==> src/rtl/motor_segment_sequencer_pkg.sv <==
// Shared widths, segment record and sequencer state encoding for the motor axis sequencer.
// The DIR_SETUP state exists only when MOTOR_DIR_SETUP_EN is defined.
package motor_ctrl_pkg;

  localparam int DIV_W   = 15;
  localparam int STEPS_W = 14;
  localparam int POS_W   = 19;

  typedef struct packed {
    logic               dir;
    logic [DIV_W-1:0]   divider;
    logic [STEPS_W-1:0] steps;
  } segmentT;

`ifdef MOTOR_DIR_SETUP_EN
  typedef enum logic [2:0] {
    IDLE       = 3'd0,
    DIR_SETUP  = 3'd1,
    LOAD       = 3'd2,
    WAIT_START = 3'd3,
    RUN        = 3'd4
  } seqStateT;
`else
  typedef enum logic [2:0] {
    IDLE       = 3'd0,
    LOAD       = 3'd2,
    WAIT_START = 3'd3,
    RUN        = 3'd4
  } seqStateT;
`endif

endpackage

==> src/rtl/motor_segment_sequencer_if.sv <==
// Host-side segment write channel between the command decoder and the sequencer.
interface motor_segment_sequencer_if;
  // A segment transfers on every rising CLK edge where wrValid && wrReady; the host holds
  // the payload stable while wrValid is high, and wrReady does not depend on wrValid.
  logic                             wrValid;
  logic                             wrReady;
  logic                             wrDir;
  logic [motor_ctrl_pkg::DIV_W-1:0]   wrDivider;
  logic [motor_ctrl_pkg::STEPS_W-1:0] wrSteps;

  modport master (output wrValid, wrDir, wrDivider, wrSteps, input wrReady);
  modport slave  (input wrValid, wrDir, wrDivider, wrSteps, output wrReady);
endinterface

==> src/rtl/motor_segment_sequencer_seg_fifo.sv <==
// DEPTH-entry synchronous segment queue with occupancy count and single-cycle flush.
module seg_fifo
  import motor_ctrl_pkg::*;
#(
  parameter int DEPTH = 8
) (
  input  logic                     CLK,
  input  logic                     nReset,
  input  logic                     push,
  input  logic                     pop,
  input  logic                     flush,
  input  segmentT                  din,
  output segmentT                  dout,
  output logic [$clog2(DEPTH):0]   count,
  output logic                     full,
  output logic                     empty
);
  localparam int AW = $clog2(DEPTH);
  localparam logic [AW:0] FULL_COUNT = (AW + 1)'(DEPTH);

  segmentT         mem [DEPTH];
  logic [AW-1:0]   rdPtr;
  logic [AW-1:0]   wrPtr;
  logic            doPush;
  logic            doPop;

  assign full   = (count == FULL_COUNT);
  assign empty  = (count == '0);
  assign doPush = push && !full;
  assign doPop  = pop && !empty;
  assign dout   = mem[rdPtr];

  always_ff @(posedge CLK or negedge nReset) begin
    if (!nReset) begin
      rdPtr <= '0;
      wrPtr <= '0;
      count <= '0;
    end else if (flush) begin
      // flush beats any same-cycle push or pop
      rdPtr <= '0;
      wrPtr <= '0;
      count <= '0;
    end else begin
      if (doPush) wrPtr <= wrPtr + 1'b1;
      if (doPop)  rdPtr <= rdPtr + 1'b1;
      case ({doPush, doPop})
        2'b10:   count <= count + 1'b1;
        2'b01:   count <= count - 1'b1;
        default: count <= count;
      endcase
    end
  end

  always_ff @(posedge CLK) begin
    if (doPush && !flush) mem[wrPtr] <= din;
  end

endmodule

==> src/rtl/motor_segment_sequencer.sv <==
// Per-axis segment sequencer: queues host segments, loads them into the step generator, tracks position.
// Optional direction setup delay is enabled by defining MOTOR_DIR_SETUP_EN.
module motor_segment_sequencer
  import motor_ctrl_pkg::*;
#(
  parameter int DEPTH          = 8,
  parameter int DIR_SETUP_CLKS = 50
) (
  input  logic                         CLK,
  input  logic                         nReset,
  motor_segment_sequencer_if.slave     wr,
  input  logic                         flush,
  input  logic                         posClear,
  input  logic                         genBusy,
  input  logic                         genStep,
  output logic                         segDir,
  output logic [DIV_W-1:0]             segDivider,
  output logic [STEPS_W-1:0]           segSteps,
  output logic                         segDone,
  output logic                         running,
  output logic [$clog2(DEPTH):0]       fifoCount,
  output logic signed [POS_W-1:0]      position,
  output seqStateT                     dbgState
);
  seqStateT         state;
  seqStateT         stateNext;
  segmentT          head;
  segmentT          held;
  segmentT          wrSeg;
  logic             fifoFull;
  logic             fifoEmpty;
  logic             pop;
  logic             loadHeld;
  logic             doneNext;
  logic             genStepQ;
  logic [POS_W-1:0] pos;

  assign wrSeg = '{dir: wr.wrDir, divider: wr.wrDivider, steps: wr.wrSteps};
  assign wr.wrReady = !fifoFull;
  assign pop = (state == IDLE) && !fifoEmpty;

  seg_fifo #(.DEPTH(DEPTH)) u_fifo (
    .CLK    (CLK),
    .nReset (nReset),
    .push   (wr.wrValid),
    .pop    (pop),
    .flush  (flush),
    .din    (wrSeg),
    .dout   (head),
    .count  (fifoCount),
    .full   (fifoFull),
    .empty  (fifoEmpty)
  );

`ifdef MOTOR_DIR_SETUP_EN
  localparam int CW = $clog2(DIR_SETUP_CLKS + 1);
  logic [CW-1:0] setupCnt;

  always_ff @(posedge CLK or negedge nReset) begin
    if (!nReset)                 setupCnt <= '0;
    else if (state != DIR_SETUP) setupCnt <= '0;
    else                         setupCnt <= setupCnt + 1'b1;
  end
`endif

  always_ff @(posedge CLK or negedge nReset) begin
    if (!nReset) begin
      state    <= IDLE;
      held     <= '0;
      segDone  <= 1'b0;
      genStepQ <= 1'b0;
      pos      <= '0;
    end else begin
      state    <= stateNext;
      segDone  <= doneNext;
      genStepQ <= genStep;
      if (loadHeld) held <= head;
      if (posClear)
        pos <= '0;
      else if (genStep && !genStepQ)
        pos <= pos + (held.dir ? POS_W'(1) : {POS_W{1'b1}});
    end
  end

  always_comb begin
    stateNext = state;
    doneNext  = 1'b0;
    loadHeld  = 1'b0;
    case (state)
      IDLE: begin
        if (!fifoEmpty) begin
          // zero-step segments retire immediately and never touch the held segment
          if (head.steps == '0) begin
            doneNext = 1'b1;
          end else begin
            loadHeld = 1'b1;
`ifdef MOTOR_DIR_SETUP_EN
            if (head.dir != held.dir) stateNext = DIR_SETUP;
            else                      stateNext = LOAD;
`else
            stateNext = LOAD;
`endif
          end
        end
      end
`ifdef MOTOR_DIR_SETUP_EN
      DIR_SETUP:  if (setupCnt == CW'(DIR_SETUP_CLKS - 1)) stateNext = LOAD;
`endif
      LOAD:       stateNext = WAIT_START;
      WAIT_START: if (genBusy) stateNext = RUN;
      RUN: begin
        if (!genBusy) begin
          doneNext  = 1'b1;
          stateNext = IDLE;
        end
      end
      default:    stateNext = IDLE;
    endcase
  end

  assign segDir     = held.dir;
  assign segDivider = held.divider;
  assign segSteps   = (state == LOAD) ? held.steps : '0;
  assign running    = (state != IDLE);
  assign position   = pos;
  assign dbgState   = state;

endmodule

==> src/flat_wrapper.sv <==
// flat-port wrapper written by rule: the top's interface ports become plain ports
module motor_segment_sequencer_flat import motor_ctrl_pkg::*;
#(
  parameter int DEPTH          = 8,
  parameter int DIR_SETUP_CLKS = 50
)
  (CLK, nReset, flush, posClear, genBusy, genStep, segDir, segDivider, segSteps, segDone, running, fifoCount, position, dbgState, wr_wrValid, wr_wrDir, wr_wrDivider, wr_wrSteps, wr_wrReady);
  motor_segment_sequencer_if wr_i ();
  input  logic CLK;
  input  logic nReset;
  input  logic flush;
  input  logic posClear;
  input  logic genBusy;
  input  logic genStep;
  output logic segDir;
  output logic [DIV_W-1:0] segDivider;
  output logic [STEPS_W-1:0] segSteps;
  output logic segDone;
  output logic running;
  output logic [$clog2(DEPTH):0] fifoCount;
  output logic signed [POS_W-1:0] position;
  output seqStateT dbgState;
  input wire logic [$bits(wr_i.wrValid)-1:0] wr_wrValid;
  input wire logic [$bits(wr_i.wrDir)-1:0] wr_wrDir;
  input wire logic [$bits(wr_i.wrDivider)-1:0] wr_wrDivider;
  input wire logic [$bits(wr_i.wrSteps)-1:0] wr_wrSteps;
  output wire logic [$bits(wr_i.wrReady)-1:0] wr_wrReady;
  assign wr_i.wrValid = wr_wrValid;
  assign wr_i.wrDir = wr_wrDir;
  assign wr_i.wrDivider = wr_wrDivider;
  assign wr_i.wrSteps = wr_wrSteps;
  assign wr_wrReady = wr_i.wrReady;
  motor_segment_sequencer #(.DEPTH(DEPTH), .DIR_SETUP_CLKS(DIR_SETUP_CLKS)) u_core (.CLK(CLK), .nReset(nReset), .wr(wr_i), .flush(flush), .posClear(posClear), .genBusy(genBusy), .genStep(genStep), .segDir(segDir), .segDivider(segDivider), .segSteps(segSteps), .segDone(segDone), .running(running), .fifoCount(fifoCount), .position(position), .dbgState(dbgState));
endmodule
==> config.mk <==
export PLATFORM = sky130hd
export DESIGN_NAME = motor_segment_sequencer_flat
export DESIGN_NICKNAME = d
export VERILOG_FILES = /design/src/rtl/motor_segment_sequencer_pkg.sv /design/src/rtl/motor_segment_sequencer_if.sv /design/src/rtl/motor_segment_sequencer_seg_fifo.sv /design/src/rtl/motor_segment_sequencer.sv /design/src/flat_wrapper.sv
export SDC_FILE = /design/constraint.sdc
export NUM_CORES = 1
export LEC_CHECK = 0
export ABC_AREA = 1
export CORE_ASPECT_RATIO = 1.25
export CORE_MARGIN = 5
export CORE_UTILIZATION = 38
export DETAILED_ROUTE_END_ITERATION = 10
export GPL_ROUTABILITY_DRIVEN = 0
export PLACE_DENSITY = 0.62
export SYNTH_ARGS = -nofsm -noshare
export SYNTH_HDL_FRONTEND = slang
export SYNTH_SLANG_ARGS = --single-unit
==> constraint.sdc <==
create_clock -name CLK -period 3.62 [get_ports CLK]
set_input_delay 1.086 -clock CLK [delete_from_list [all_inputs] [get_ports CLK]]
set_output_delay 1.086 -clock CLK [all_outputs]
set_load 0.02 [all_outputs]
## Word level (Yosys, flattened, before mapping)

Memory sizes are Yosys's and may differ from the RTL's.
Index checks and enable logic that the tools add are counted.

- $add $sub $neg: 5
- Equality and inequality tests: 10
- Muxes and demuxes: 24
- Reductions and logical operators: 18

Operators with widths:

| cell | number |
|---|---|
| two-way mux 19 bit | 3 |
| two-way mux 3 bit | 8 |
| adder 19 bit | 1 |
| logical NOT 14 bit | 1 |
| two-way mux 14 bit | 1 |
| one-hot mux 3 bit (4 select lines) | 1 |
| two-way mux 1 bit | 8 |
| inequality test 2 bit (second input constant) | 4 |
| one-hot mux 4 bit (2 select lines) | 1 |
| adder 3 x 1 -> 3 bit (second input constant) | 2 |
| == test 3 x 2 -> 1 bit (second input constant) | 2 |
| nonzero test 2 bit | 3 |
| nonzero test 3 bit | 2 |
| logical AND 1 bit | 5 |
| adder 4 x 1 -> 4 bit (second input constant) | 1 |
| == test 4 bit (second input constant) | 1 |
| logical NOT 1 bit | 4 |
| logical NOT 4 bit | 1 |
| two-way mux 4 bit | 1 |
| AND reduction 4 bit | 1 |
| subtractor 4 x 1 -> 4 bit (second input constant) | 1 |
| == test 3 bit (second input constant) | 1 |
| logical NOT 3 bit | 1 |
| == test 2 x 1 -> 1 bit (second input constant) | 1 |
| other kinds (2) | 2 |

- Register bits after elaboration: 64
- RAM bits: 240
- Output and inout bits: 59
- Memories kept: 1

Memories:

| name | words | bits a word | read ports | clocked after Yosys merged registers in | wr ports | RTL line | source |
|---|---|---|---|---|---|---|---|
| u_core.u_fifo.mem | 8 | 30 | 1 | 0 | 1 | motor_segment_sequencer_seg_fifo.sv:21 | `segmentT mem [DEPTH];` |

## Depth between registers and ports, before layout

Gate-level depths: netlist of the first run.

- Depth in word-level cells: 7
- Gate-level depth with buffers: 18
- Depth with buffers taken out: 14

## By module

Synthesis of the first run repeated with hierarchy kept, for this count alone.

- Cells, all modules: 1,241
- Area, all modules: 13,362.8 µm²

By module, submodules not included:

| module | instances | cells each | area an instance (µm²) |
|---|---|---|---|
| seg_fifo | 1 | 769 | 9,913.3 |
| motor_segment_sequencer | 1 | 472 | 3,449.6 |

## Worst setup path before layout of the first run

No wires, ideal clock.

- Path type: input-to-reg
- Start point: in wr_wrValid
- End point: mem u_core.u_fifo.mem[0][0] (netlist bit) (enable)
- Library setup time: 0.417 ns
- Arrival: 2.751 ns
- Required time: 3.203 ns
- Path slack: 0.452 ns
- Cell stages on the path: 4
- Buffers on the path: 0
- Cell sequence: nand2_1 nor2_1 nand2_1 nor2_1

- Cells in the longest elaborated chain, start to end: 4

RTL lines:

| element | RTL line | source |
|---|---|---|
| from (decl) | flat_wrapper.sv:23 | `input wire logic [$bits(wr_i.wrValid)-1:0] wr_wrValid;` |
| logical AND 1 bit | motor_segment_sequencer_seg_fifo.sv:29 | `assign doPush = push && !full;` |
| logical AND 1 bit | motor_segment_sequencer_seg_fifo.sv:55 | `if (doPush && !flush) mem[wrPtr] <= din;` |
| two-way mux 1 bit | motor_segment_sequencer_seg_fifo.sv:55 |  |
| two-way mux 1 bit (not written as such) | motor_segment_sequencer_seg_fifo.sv:55 |  |
| to (decl) | motor_segment_sequencer_seg_fifo.sv:21 |  |

Every way passes these cells.

## Final worst setup path of the first run

- Start point: reg u_core.state[2] (netlist: u_core.dbgState[2])
- End point: out segSteps[12]

- Cells in the longest elaborated chain, start to end: 2

RTL lines:

| element | RTL line | source |
|---|---|---|
| from (decl) | motor_segment_sequencer.sv:25 | `seqStateT state;` |
| from (signal assigned) | motor_segment_sequencer.sv:74 | `state <= stateNext;` |
| == test 3 x 2 -> 1 bit | motor_segment_sequencer.sv:123 | `assign segSteps = (state == LOAD) ? held.steps : '0;` |
| two-way mux 14 bit | motor_segment_sequencer.sv:123 |  |
| to (decl) | flat_wrapper.sv:17 | `output logic [STEPS_W-1:0] segSteps;` |

Every way passes these cells.

==> run metrics, run 1 <==
status=finished clean; top-count cell post-synth=nand2_1; Syn Std Cell Area=0.0134 mm2; Antenna Cells=0; drt first pass iters=5; Internal Power=0.00735 W; Worst Path Max Fanout=15; worst vdd ir=351 uV; Area contributors post-synth=edfxtp_1 54%, dfrtp_1 12%, nand2_1 8.7%; hold_sp=u_core.held[11]$_DFFE_PN0P_; Post-Syn Nets=1,331; Avg Cell Area, Syn=10.5 um2; DR top layer=met5; Resized cells post-CTS=0; Net Sw Frac=35.0%; met2 wire len=15.4 mm; skew final=0.0116 ns; multiplexer share of the synthesized area=0.0749%; WL met3=1.29 mm; pre-CTS WS=0.532 ns; Max Clk Rate=295 MHz; EDFF count, synth=240; htree depth=1; Final Non-Filler Cells=1,843; initial drt markers=664; top cell type's share of synthesized area=53.9%; Synth Flop Type=edfxtp_1; Routed Antenna Nets=0; fin. max-slew vios=0; Yosys top cell by area=edfxtp_1; setup slack after layout=0.236 ns; share of layout cells above drive strength 1=6.04%; Power Density=714 mW/mm2; FF-to-FF Start=u_core.u_fifo.rdPtr[0]$_DFFE_PN0P_; register area share after synthesis=65.9%; Crit path required time=2.53 ns; Pwr Total=0.0113 W; dpl cells=1,787; CTS max path bufs=3; final setup fails=0; Critical Setup Path Class=reg2out; Post-synth ARST share=21.1%; IO Pins=96; min cycle time layout=3.38 ns; CTS Hold Bufs=0; sw power=0.00396 W; clk sinks=304; LEAKAGE=6.32 nW; type of the most critical hold path=reg2reg; num rows=76; Slew @ Worst Pin=0.874 ns; routed vias=9,190; XOR/XNOR share of the synthesized area=0.328%; vias in the first global route=9,117; compound-gate portion of the synthesized area=9.28%; #FFs+latches synth=304; Core Region=0.0346 mm2; fin area=0.0159 mm2; Ys Warns=0; largest net degree at the start of global routing=70; Post-Synth Adder-Cell Area=2.26%; endpoint class of the critical path=output port; WL met1=13.0 mm; Comb power frac=33.7%; Slew headroom=41.7%; final WL=30.3 mm; number of port buffers=95; placed cell area=0.0148 mm2; CTS clk-pin slew, worst paths=0.06 ns; RSZ-0062 raised after global routing=false; number of max-cap violations=0; final hold vios=0; worst-skew pair later-pin latency=0.55 ns; Die H=220 um; die area=0.0391 mm2; NumNets Final=1,411; Post-synth top cells=311 x nand2_1, 240 x edfxtp_1, 131 x nor2_1; largest family of logic cells by synthesized area=simple AND/OR/NAND/NOR gates; Clock Power Share=27.6%; Die X=178 um; hpwl dp=18.7 mm; Final period util=93.5%; first-pass GRT wire length=48.2 mm; Sequential Power Share=38.7%; setup bufs post-CTS=0; TritonCTS Buffers=30; DRC Markers=0; final setup TNS=0 ns; Worst Setup Start Kind=register; total track usage=15.5%; initial antenna violation count=1; simple-gate share of the synthesized area=15.7%; post-synthesis instance total=1,271; Filler Cell Count=3,178; grt ovf=0; WP data arrival=2.30 ns; CTS tree=built; DR vias/cell=4.99; number of distinct library cells after synthesis=38; crit path from=u_core.dbgState[2]$_DFFE_PN0P_; wire per inst=16.4 um; Starting Density=38.6%; clk root buf=clkbuf_16; area delta synth->final=18.6%
==> critical path, stage by stage (launching register included) <==
cell	delay, ns
dfrtp_1	0.43
nor2_1	0.16
nand2_1	0.31
nor2_1	0.21
clkdlybuf4s50_1	0.65
==> final timing paths <==
check | to | slack (ns) | depth (start not counted)
max in group asynchronous | u_core.u_fifo.rdPtr[0]$_DFFE_PN0P_ | 2.31 | 1
setup reg to reg | u_core.segDivider[2]$_DFFE_PN0P_ | 0.71 | 14
min in group asynchronous | u_core.dbgState[2]$_DFFE_PN0P_ | 0.64 | 1
hold reg to reg | u_core.held[11]$_DFFE_PN0P_ | 0.48 | 2
hold / removal | u_core.held[11]$_DFFE_PN0P_ | 0.48 | 2
setup / recovery | segSteps[12] | 0.24 | 4
==> routing by layer <==
| metal | GRT usage [%] | vias up |
|---|---|---|
| li1 | - | 4477 |
| met1 | 19.3 | 4487 |
| met2 | 27.9 | 173 |
| met3 | 2.51 | 51 |
| met4 | 4.26 | 2 |
| met5 | 0 | - |
==> logic make-up after synthesis <==
logic type / Yosys count
AO/OA/AOI/OAI: 223
XOR/XNOR: 5
adder cells (fa/ha/maj): 23
buffers and inverters: 190
flip-flops: 304
multiplexers: 1
AND/OR/NAND/NOR: 525
==> cell usage in the layout (no fill, tap or decap), drive strengths merged <==
master	n
nand4	6
clkbuf	49
o21bai	3
nand2	313
buf	24
fa	2
a21oi	30
mux2i	1
clkinv	7
o211ai	3
o21a	3
xnor2	3
edfxtp	240
o22ai	18
xor2	2
and2	1
a21boi	1
clkdlybuf4s50	94
a31oi	1
o21ai	143
inv	118
ha	21
nor4	1
nand3	66
o221ai	16
bufinv	2
a32o	1
a21o	1
nor2	134
dfrtp	64
a211oi	2
a22o	1
nand3b	4
==> area by class of cell <==
cell class / instances / area, um2 / area share, %
clock buffers: 49 / 925 / 5.83
clock inverters: 7 / 83.8 / 0.529
inverters: 120 / 452 / 2.85
multi-input cells: 777 / 3760 / 23.7
flip-flops and latches: 304 / 8810 / 55.6
well taps: 468 / 586 / 3.69
repair buffers: 118 / 1230 / 7.78
==> stage by stage <==
step	util [%]	hold WS [ns]
2_1_floorplan	-	0.442
3_3_place_gp	42.9	0.459
3_5_place_dp	42.9	0.463
4_1_cts	45.8	0.480
5_1_grt	45.8	0.498
6_report	45.8	0.479
==> flip-flops by register name (all words and copies together), names as in the netlist <==
register	count
u_core.u_fifo.mem	240
u_core.position	19
u_core.segDivider	15
u_core.held	14
u_core.u_fifo.count	4
u_core.dbgState	3
u_core.u_fifo.rdPtr	3
u_core.u_fifo.wrPtr	3
u_core.genStepQ	1
u_core.segDir	1
u_core.segDone	1
==> power by group through the flow <==
| stage | clock network (W) | logic, W | registers (W) |
|---|---|---|---|
| after floorplan | 0 | 0.00269 | 0.00444 |
| after global placement | 0 | 0.00377 | 0.00445 |
| after detailed placement | 0 | 0.00384 | 0.00445 |
| after CTS | 0.00318 | 0.00386 | 0.00438 |
| after global routing | 0.00334 | 0.00432 | 0.00443 |
| final | 0.00312 | 0.00381 | 0.00438 |
No activity file was read; power rests on OpenSTA's default activity.
==> inputs of run 2 (changes only) <==
- CTS_CLUSTER_DIAMETER: unset -> 100
==> results of run 2 <==
No change in the layout: final DEF, timing and power equal those of run 1.
==> inputs of run 3 (changes only) <==
--- a/config.mk
+++ b/config.mk
@@ -14,4 +14,5 @@
 export GPL_ROUTABILITY_DRIVEN = 0
 export PLACE_DENSITY = 0.62
+export SETUP_SLACK_MARGIN = 0.4
 export SYNTH_ARGS = -nofsm -noshare
 export SYNTH_HDL_FRONTEND = slang
==> constraint.sdc (replaced) <==
create_clock -name CLK -period 3.62 [get_ports CLK]
set_input_delay 1.086 -clock CLK [delete_from_list [all_inputs] [get_ports CLK]]
set_output_delay 1.086 -clock CLK [all_outputs]
set_load 0.01 [all_outputs]
==> run metrics, run 3 (synthesis results as in run 1) <==
status=finished clean; largest reg by FF count=u_core.u_fifo.mem; Final period util=85.2% (-8.3 points); Slowest cell on crit path=clkdlybuf4s50_1; Die X=178 um (unchanged); max reg flops=240 (unchanged); LEAKAGE=6.29 nW (-0.46%); IO Pins=96 (unchanged); TritonCTS Buffers=29 (-3.3%); met3 GRT Util=2.11% (-0.39 points); crit-path leading delay family=buffers and inverters; initial antenna violation count=0 (-1); DRC Markers=0 (unchanged); hpwl dp=18.9 mm (+1.3%); Worst Path Max Fanout=15 (unchanged); Critical Setup Path Class=reg2out; DR vias/cell=4.97 (-0.37%); Worst Setup Start Kind=register; NumNets Final=1,412 (+0.071%); GRT busiest layer=met2; worst-skew pair later-pin latency=0.56 ns (about the same); wire per inst=16.6 um (+0.69%); total track usage=15.7% (+0.19 points); WP data arrival=2.00 ns (-0.30 ns); grt ovf=0 (unchanged); commonest non-fill, non-tap cell in the layout=nand2_1; Routed Antenna Nets=0 (unchanged); Starting Density=38.6% (unchanged); Crit path required time=2.53 ns (about the same); worst path cell trace=nor2_4 > nand2_4 > nor2_1 > clkdlybuf4s50_1; endpoint class of the critical path=output port; Slew @ Worst Pin=0.862 ns (-0.0127 ns); stages on the worst setup path=4 (unchanged); area delta synth->final=18.2%; final WL=30.5 mm (+0.69%); setup bufs post-CTS=0 (unchanged); largest net degree at the start of global routing=66 (-5.7%); Power Density=699 mW/mm2 (-2.1%); Core Region=0.0346 mm2 (unchanged); clk root buf=clkbuf_16; Die H=220 um (unchanged); routed vias=9,156 (-0.37%); Slew headroom=42.6% (+0.85 points); grt met2 use=27.9% (unchanged); fin. max-slew vios=0 (unchanged); min cycle time layout=3.08 ns (-0.299 ns); number of port buffers=95 (unchanged); share of layout cells above drive strength 1=6.04% (unchanged); Antenna Cells=0 (unchanged); number of buffers and inverters on the critical path=1 (unchanged); final core occ=45.6% (-0.16 points); critical path's largest stage delay=0.57 ns (-0.08 ns); CTS Hold Bufs=0 (unchanged); worst vdd ir=404 uV (+15%); clk sinks=304 (unchanged); Filler Cell Count=3,180 (+0.063%); first-pass GRT wire length=48.8 mm (+1.2%); Max Clk Rate=324 MHz (+9.7%); path depth of the worst reg2reg path=15 (+1); RSZ-0062 raised after global routing=false; drt first pass iters=5 (unchanged); vias in the first global route=9,108 (-0.099%); CTS clk-pin slew, worst paths=0.06 ns (about the same); number of max-cap violations=0 (unchanged); initial drt markers=734 (+11%); final hold vios=0 (unchanged); final setup fails=0 (unchanged); highest-count cells in the layout ignoring fill and taps=310 x nand2_1, 240 x edfxtp_1, 126 x o21ai_0, 122 x nor2_1, 117 x inv_1; die area=0.0391 mm2 (unchanged); met1 Use GR=20.0% (+0.70 points); type of the most critical hold path=reg2reg; num rows=76 (unchanged); htree depth=1 (unchanged); final setup TNS=0 ns (unchanged); CTS tree=built; skew final=0.0202 ns (+0.00858 ns); Hold Path Stages=2 (unchanged); CTS max path bufs=3 (unchanged)
==> run 3: cell count changes in the layout (fill, tap and decap cells not counted), moves of 2 or more <==
| cell | previous run | this run |
|---|---|---|
| clkbuf_8 | 6 | 3 |
| buf_4 | 15 | 18 |
| clkinv_1 | 4 | 2 |
| clkbuf_16 | 32 | 29 |
| clkbuf_1 | 11 | 15 |
==> run 3: worst min-delay path: stages (launching register included) <==
cell and delay, ns:
dfrtp_1 0.34, nand2_1 0.05, nand2_1 0.05
==> run 3: what timing repair did <==
action,in CTS,in global routing
cloned,0,0
resized for setup,3,1
setup endpoints to repair,14,7
endpoints found under the hold margin,0,0
pin swaps,0,0
==> run 3: cell type report <==
class	count	area, um2	share of cell area [%]
inverter	120	452	2.86
sequential	304	8810	55.8
timing repair buffer	120	1240	7.83
tap	468	586	3.71
multi-input combinational	777	3770	23.9
clock buffer	47	823	5.21
clock inverter	7	114	0.721
==> run 3: per-stage QoR <==
step                area [um2]  total power, W  hold WS [ns]  cells  setup WS, ns
floorplan                13400         0.00695         0.442   1271         0.459
finish                   15800          0.0110         0.474   1843         0.535
global route             15800          0.0118         0.498   1843         0.416
global placement         14800         0.00805         0.460   1789         0.519
detailed placement       14800         0.00812         0.461   1789         0.491
CTS                      15800          0.0111         0.476   1843         0.461
==> run 3: per-layer routing <==
metal,wire length [um],up-vias
li1,-,4463
met1,13200,4446
met2,15300,203
met3,1320,44
met4,696,0
met5,0,-
==> run 3: report_power, final <==
part,switching (W),internal (W),total [W]
Combinational,0.00227,0.00138,0.00364
Sequential,0.000291,0.00411,0.00440
Clock,0.00124,0.00176,0.00300
Total,0.00380,0.00724,0.0110
==> run 3: path summary, 6_finish.rpt <==
path                                                     from  slack, ns                                 end
setup / recovery               u_core.dbgState[2]$_DFFE_PN0P_       0.54                        segSteps[12]
hold / removal                     u_core.held[7]$_DFFE_PN0P_       0.47          u_core.held[7]$_DFFE_PN0P_
setup reg to reg           u_core.u_fifo.rdPtr[0]$_DFFE_PN0P_       0.73    u_core.segDivider[6]$_DFFE_PN0P_
hold reg to reg                    u_core.held[7]$_DFFE_PN0P_       0.47          u_core.held[7]$_DFFE_PN0P_
max in group asynchronous                              nReset       2.33  u_core.u_fifo.rdPtr[0]$_DFFE_PN0P_
min in group asynchronous                              nReset       0.66      u_core.dbgState[2]$_DFFE_PN0P_
